## src/rtl/seven_seg_reader.sv

```systemverilog
// Snoops a multiplexed active-low seven-segment bus and recovers the hex nibble per digit.
// Optional error-capture counter (errCount port) enabled by defining SEVEN_SEG_READER_ERRCNT_EN.
module seven_seg_reader #(
    parameter int NUM_DIGITS    = 4,
    parameter int STABLE_CYCLES = 4
) (
    input  logic                    clk,
    input  logic                    rst_n,
    input  logic [6:0]              segIn,
    input  logic [NUM_DIGITS-1:0]   digitSel,
    output logic                    evValid,
    input  logic                    evReady,
    output logic [2:0]              evDigit,
    output logic [3:0]              evNibble,
    output logic                    evBlank,
    output logic                    evErr,
    output logic [4*NUM_DIGITS-1:0] hexOut,
    output logic [NUM_DIGITS-1:0]   digitValid,
    output logic [NUM_DIGITS-1:0]   digitBlank,
    output logic [NUM_DIGITS-1:0]   digitErr,
    output logic                    overflow,
    input  logic                    clrOvf
`ifdef SEVEN_SEG_READER_ERRCNT_EN
    ,
    output logic [7:0]              errCount
`endif
);

    // state  | meaning
    // IDLE   | digit selects not one-hot, nothing to track
    // SETTLE | counting consecutive identical samples
    // LOCKED | pattern captured, waiting for the next change

    localparam int SW = NUM_DIGITS + 7;
    localparam logic [7:0] STABLE_C = 8'(STABLE_CYCLES);

    typedef enum logic [1:0] {
        ST_IDLE,
        ST_SETTLE,
        ST_LOCKED
    } state_t;

    state_t                  state_q, state_d;
    logic [SW-1:0]           sample_q, prev_q;
    logic [7:0]              cnt_q, cnt_d;
    logic [4*NUM_DIGITS-1:0] hex_q, hex_d;
    logic [NUM_DIGITS-1:0]   valid_q, valid_d;
    logic [NUM_DIGITS-1:0]   blank_q, blank_d;
    logic [NUM_DIGITS-1:0]   err_q, err_d;
    logic                    ev_valid_q, ev_valid_d;
    logic [2:0]              ev_digit_q, ev_digit_d;
    logic [3:0]              ev_nib_q, ev_nib_d;
    logic                    ev_blank_q, ev_blank_d;
    logic                    ev_err_q, ev_err_d;
    logic                    ovf_q, ovf_d;

    logic [NUM_DIGITS-1:0]   sel_hi, sel_m1;
    logic                    one_hot;
    logic [2:0]              sel_idx;
    logic                    capture;
    logic                    new_ev;
    logic [3:0]              dec_nib;
    logic                    dec_blank, dec_err;

    function automatic logic [5:0] decode(input logic [6:0] seg);
        logic [5:0] r;
        r = 6'b10_0000;
        case (seg)
            7'h40: r = 6'h00;
            7'h79: r = 6'h01;
            7'h24: r = 6'h02;
            7'h30: r = 6'h03;
            7'h19: r = 6'h04;
            7'h12: r = 6'h05;
            7'h02: r = 6'h06;
            7'h58: r = 6'h07;
            7'h00: r = 6'h08;
            7'h18: r = 6'h09;
            7'h08: r = 6'h0A;
            7'h03: r = 6'h0B;
            7'h46: r = 6'h0C;
            7'h21: r = 6'h0D;
            7'h06: r = 6'h0E;
            7'h0E: r = 6'h0F;
            7'h7F: r = 6'b01_0000;
            default: r = 6'b10_0000;
        endcase
        return r;
    endfunction

    always_comb begin
        sel_hi  = ~sample_q[SW-1:7];
        sel_m1  = sel_hi - NUM_DIGITS'(1);
        one_hot = (sel_hi != '0) && ((sel_hi & sel_m1) == '0);
        sel_idx = 3'd0;
        for (int i = 0; i < NUM_DIGITS; i++) begin
            if (sel_hi[i]) sel_idx = 3'(i);
        end
        {dec_err, dec_blank, dec_nib} = decode(sample_q[6:0]);
    end

    always_comb begin
        state_d = state_q;
        cnt_d   = cnt_q;
        capture = 1'b0;
        if (!one_hot) begin
            state_d = ST_IDLE;
            cnt_d   = 8'd0;
        end else if (sample_q != prev_q) begin
            state_d = ST_SETTLE;
            cnt_d   = 8'd1;
            if (STABLE_C == 8'd1) begin
                capture = 1'b1;
                state_d = ST_LOCKED;
            end
        end else if (state_q == ST_SETTLE) begin
            cnt_d = cnt_q + 8'd1;
            if (cnt_d == STABLE_C) begin
                capture = 1'b1;
                state_d = ST_LOCKED;
            end
        end
    end

    // Only a good nibble overwrites hexOut; blank/error keep the last good value.
    always_comb begin
        hex_d   = hex_q;
        valid_d = valid_q;
        blank_d = blank_q;
        err_d   = err_q;
        new_ev  = 1'b0;
        for (int i = 0; i < NUM_DIGITS; i++) begin
            if (capture && sel_hi[i]) begin
                if (!valid_q[i] || blank_q[i] != dec_blank || err_q[i] != dec_err ||
                    (!dec_blank && !dec_err && hex_q[4*i +: 4] != dec_nib)) begin
                    new_ev = 1'b1;
                end
                valid_d[i] = 1'b1;
                blank_d[i] = dec_blank;
                err_d[i]   = dec_err;
                if (!dec_blank && !dec_err) hex_d[4*i +: 4] = dec_nib;
            end
        end
    end

    always_comb begin
        ev_valid_d = ev_valid_q;
        ev_digit_d = ev_digit_q;
        ev_nib_d   = ev_nib_q;
        ev_blank_d = ev_blank_q;
        ev_err_d   = ev_err_q;
        ovf_d      = ovf_q;
        if (clrOvf) ovf_d = 1'b0;
        if (ev_valid_q && evReady) ev_valid_d = 1'b0;
        if (new_ev) begin
            if (!ev_valid_q || evReady) begin
                ev_valid_d = 1'b1;
                ev_digit_d = sel_idx;
                ev_nib_d   = (dec_blank || dec_err) ? 4'd0 : dec_nib;
                ev_blank_d = dec_blank;
                ev_err_d   = dec_err;
            end else begin
                ovf_d = 1'b1;
            end
        end
    end

    always_ff @(posedge clk or negedge rst_n) begin
        if (!rst_n) begin
            state_q    <= ST_IDLE;
            sample_q   <= '0;
            prev_q     <= '0;
            cnt_q      <= 8'd0;
            hex_q      <= '0;
            valid_q    <= '0;
            blank_q    <= '0;
            err_q      <= '0;
            ev_valid_q <= 1'b0;
            ev_digit_q <= 3'd0;
            ev_nib_q   <= 4'd0;
            ev_blank_q <= 1'b0;
            ev_err_q   <= 1'b0;
            ovf_q      <= 1'b0;
        end else begin
            state_q    <= state_d;
            sample_q   <= {digitSel, segIn};
            prev_q     <= sample_q;
            cnt_q      <= cnt_d;
            hex_q      <= hex_d;
            valid_q    <= valid_d;
            blank_q    <= blank_d;
            err_q      <= err_d;
            ev_valid_q <= ev_valid_d;
            ev_digit_q <= ev_digit_d;
            ev_nib_q   <= ev_nib_d;
            ev_blank_q <= ev_blank_d;
            ev_err_q   <= ev_err_d;
            ovf_q      <= ovf_d;
        end
    end

`ifdef SEVEN_SEG_READER_ERRCNT_EN
    logic [7:0] err_cnt_q, err_cnt_d;

    // Counts every error capture, including repeats that raise no event.
    always_comb begin
        err_cnt_d = err_cnt_q;
        if (clrOvf) begin
            err_cnt_d = 8'd0;
        end else if (capture && dec_err && err_cnt_q != 8'hFF) begin
            err_cnt_d = err_cnt_q + 8'd1;
        end
    end

    always_ff @(posedge clk or negedge rst_n) begin
        if (!rst_n) err_cnt_q <= 8'd0;
        else        err_cnt_q <= err_cnt_d;
    end

    assign errCount = err_cnt_q;
`endif

    assign evValid    = ev_valid_q;
    assign evDigit    = ev_digit_q;
    assign evNibble   = ev_nib_q;
    assign evBlank    = ev_blank_q;
    assign evErr      = ev_err_q;
    assign hexOut     = hex_q;
    assign digitValid = valid_q;
    assign digitBlank = blank_q;
    assign digitErr   = err_q;
    assign overflow   = ovf_q;

endmodule

```

## config.mk

```make
export PLATFORM = sky130hd
export DESIGN_NAME = seven_seg_reader
export DESIGN_NICKNAME = d
export VERILOG_FILES = /design/src/rtl/seven_seg_reader.sv
export SDC_FILE = /design/constraint.sdc
export NUM_CORES = 1
export LEC_CHECK = 0
export ABC_AREA = 1
export CAP_MARGIN = 5
export CORE_MARGIN = 10
export CORE_UTILIZATION = 59
export DETAILED_ROUTE_END_ITERATION = 8
export PLACE_DENSITY = 0.86
export SLEW_MARGIN = 20
export SYNTH_ARGS = -nofsm -noshare
export SYNTH_HDL_FRONTEND = slang
export SYNTH_SLANG_ARGS = --single-unit
```

## constraint.sdc

```tcl
create_clock -name clk -period 3.5 [get_ports clk]
set_input_delay 0.525 -clock clk [delete_from_list [all_inputs] [get_ports clk]]
set_output_delay 0.525 -clock clk [all_outputs]
set_load 0.1 [all_outputs]
```

==> results_dict.tcl <==
set metrics [dict create \
    drt-vias-per-instance 5.38 \
    placement.io_buffers 52 \
    p_per_area_mw_per_mm2 334 \
    core_area_mm2 0.00631 \
    dp_cells 642 \
    totalWireLength_mm 9.55 \
    rsz0062_at_grt "false" \
    min_period_ns 2.73 \
    drv_cap 0 \
    num_antenna_cells 0 \
    setup_violations 0 \
    synth.top_cells.by_count "167 x nand2_1, 70 x dfrtp_1, 62 x inv_1" \
    fin_ws_ns 0.771 \
    antenna_found_initial 0 \
    dp_hpwl_mm 7.57 \
    slew_headroom_pct 33.3 \
    cp-start-kind "register" \
    final-max-slew-violation-count 0 \
    instances_no_fill 655 \
    yosysMostFrequentCell "nand2_1" \
    synthArstFlopShare_pct 100 \
    synth.distinct_cells 30 \
    drtPass1Iterations 5 \
    grt_pass1_wl_mm 16.2 \
    r2r_end "evBlank$_DFFE_PN0P_" \
    drt_iter0_drc 315 \
    wl_met1_mm 3.92 \
    overflow 0 \
    avgRoutedWirePerCell_um 14.6 \
    gp_congestion 0.931 \
    grt_pass1_vias 3410 \
    status "finished clean" \
    areaGrowthSynthToFinish_pct 19.9 \
    rr_worst_depth 14 \
    endpoint_kind "register" \
    final_area_mm2 0.00458 \
    peakVddDrop_v 0.000309 \
    rr_startpoint "cnt_q[0]$_DFFE_PN0P_" \
    p_total_w 0.00153 \
    grt_util_all_layers_pct 19.6 \
    ys_ff_latch 70 \
    syn_inst 515 \
    tns_ns 0 \
    crit_required_ns 3.72 \
    dpl_cell_area_mm2 0.00442 \
    fill_cells 501 \
    worstPathArrival_ns 2.95 \
    p_leak_nw 2.35 \
    numCtsBuffers 9 \
    path_class "reg2reg" \
    clockBufferDepth 2 \
    met3_length_um 771 \
    cts_tree "yes" \
    fin_nets 593 \
    clk_latency_ns 0.34 \
    cts-root-buf "clkbuf_8" \
    hold_path.class "in2async" \
    path_clk_slew_ns 0.07 \
    drcViolationCount 0 \
    via_count 3526 \
    die_area_mm2 0.0101 \
    die-width_um 101 \
    ctsHoldBuffers 0 \
    synth.top_cell.area_share_pct 45.8 \
    syn-cell-area_mm2 0.00382 \
    fmax_mhz 366 \
    yosys.area.top_type "dfrtp_1" \
    htree_levels 3 \
    num_io_pins 54 \
    wl_met2_mm 4.69 \
    grt_max_degree 44 \
    regToRegSetupSlack_ns 0.77 \
    synth_edf_count 0 \
    synthTopCellsByArea "dfrtp_1 46%, nand2_1 16%, inv_1 6.1%" \
    synth.yosys.seq_area_share_pct 45.8 \
    die_y_um 101 \
    cts_sinks 70 \
    dp_slack_ns 0.815 \
    dr.max_layer_used "met4" \
    min_period_over_period_pct 78.0 \
    ant_nets 0 \
    hold_viol 0 \
    cts_setup_buffers 0 \
    avgSynthCellArea_um2 7.42 \
    start_util_pct 60.6 \
    drive_gt1_share_pct 10.0 \
    tightest_slew_ns 0.997 \
    synth_nets 532 \
    num_rows 29 \
    crit_fanout 10 \
    clock_skew_ns 0.00783 \
    yosysWarnings 0 \
    post_cts_resized 0 \
    synth_flop_cell "dfrtp_1" \
]
-- worst max path at each step --
stage	from	end	slack, ns
3_5_place_dp	sample_q[6]$_DFF_PN0_	evNibble[1]$_DFFE_PN0P_	0.81
5_1_grt	sample_q[6]$_DFF_PN0_	evErr$_DFFE_PN0P_	0.50
6_report	cnt_q[0]$_DFFE_PN0P_	evBlank$_DFFE_PN0P_	0.77
4_1_cts	sample_q[6]$_DFF_PN0_	evBlank$_DFFE_PN0P_	0.80
3_3_place_gp	sample_q[6]$_DFF_PN0_	evNibble[0]$_DFFE_PN0P_	0.97
2_1_floorplan	cnt_q[0]$_DFFE_PN0P_	evBlank$_DFFE_PN0P_	1.28
-- registers in the layout, summed over array words and instances (netlist names), 4 cells and up --
signal	flops
digitValid	4
cnt_q	8
digitErr	4
evNibble	4
digitBlank	4
hexOut	16
sample_q	11
prev_q	11
-- per-stage QoR --
step	util (%)	hold slack [ns]
after floorplan	-	0.229
after CTS	72.6	0.348
after global placement	70.0	0.459
final	72.6	0.333
after global routing	72.6	0.381
after detailed placement	70.0	0.470
-- logic make-up after synthesis --
logic type,synth area share (%)
fa+ha+maj,0.654
buf+inv,8.11
compound gates,5.56
other cells,0.0981
xor+xnor,2.98
simple gates,36.8
flops,45.8
-- worst max-delay path, cell delays in order (launching register included) --
cell and delay, ns:
dfrtp_1 0.46, ha_1 0.23, nand3_1 0.15, o21ai_0 0.19
nand2_1 0.09, nor2_1 0.18, nand3_2 0.21, nor3_1 0.46
nand2_1 0.13, nand2_1 0.12, nor2_4 0.05, nand3_4 0.12
nand2_8 0.10, nand2_2 0.07, nand2_1 0.05
-- report_power, final --
part	total (W)	switching (W)	leakage [nW]	internal (W)
combinational	0.000130	0.0000857	1.34	0.0000439
sequential	0.000842	0.0000183	0.924	0.000824
clock	0.000560	0.000278	0.0869	0.000282
-- layer usage --
layer	up-vias	global-route usage, %
li1	1719	-
met1	1651	24.1
met2	137	32.0
met3	19	6.79
met4	0	5.22
met5	-	0
-- cell type report --
type / count / area [um2] / area share [%]
clock buffer: 11 / 151 / 3.30
clock inverter: 2 / 10.0 / 0.218
inverter: 75 / 282 / 6.14
multi-input combinational: 366 / 1760 / 38.4
sequential: 70 / 1750 / 38.2
tap: 77 / 96.3 / 2.10
timing repair buffer: 54 / 531 / 11.6
-- layout by cell type (no fill, tap or decap), drive strengths merged --
cell           count
a21boi             1
a21oi              1
buf                3
clkbuf            11
clkdlybuf4s50     51
clkinv             3
conb               1
dfrtp             70
ha                 2
inv               74
nand2            182
nand3             48
nand3b             6
nand4              7
nor2              62
nor3               4
o21ai             30
o22ai              8
or2                1
xnor2              9
xor2               4
(Power assumes the default switching activity.)
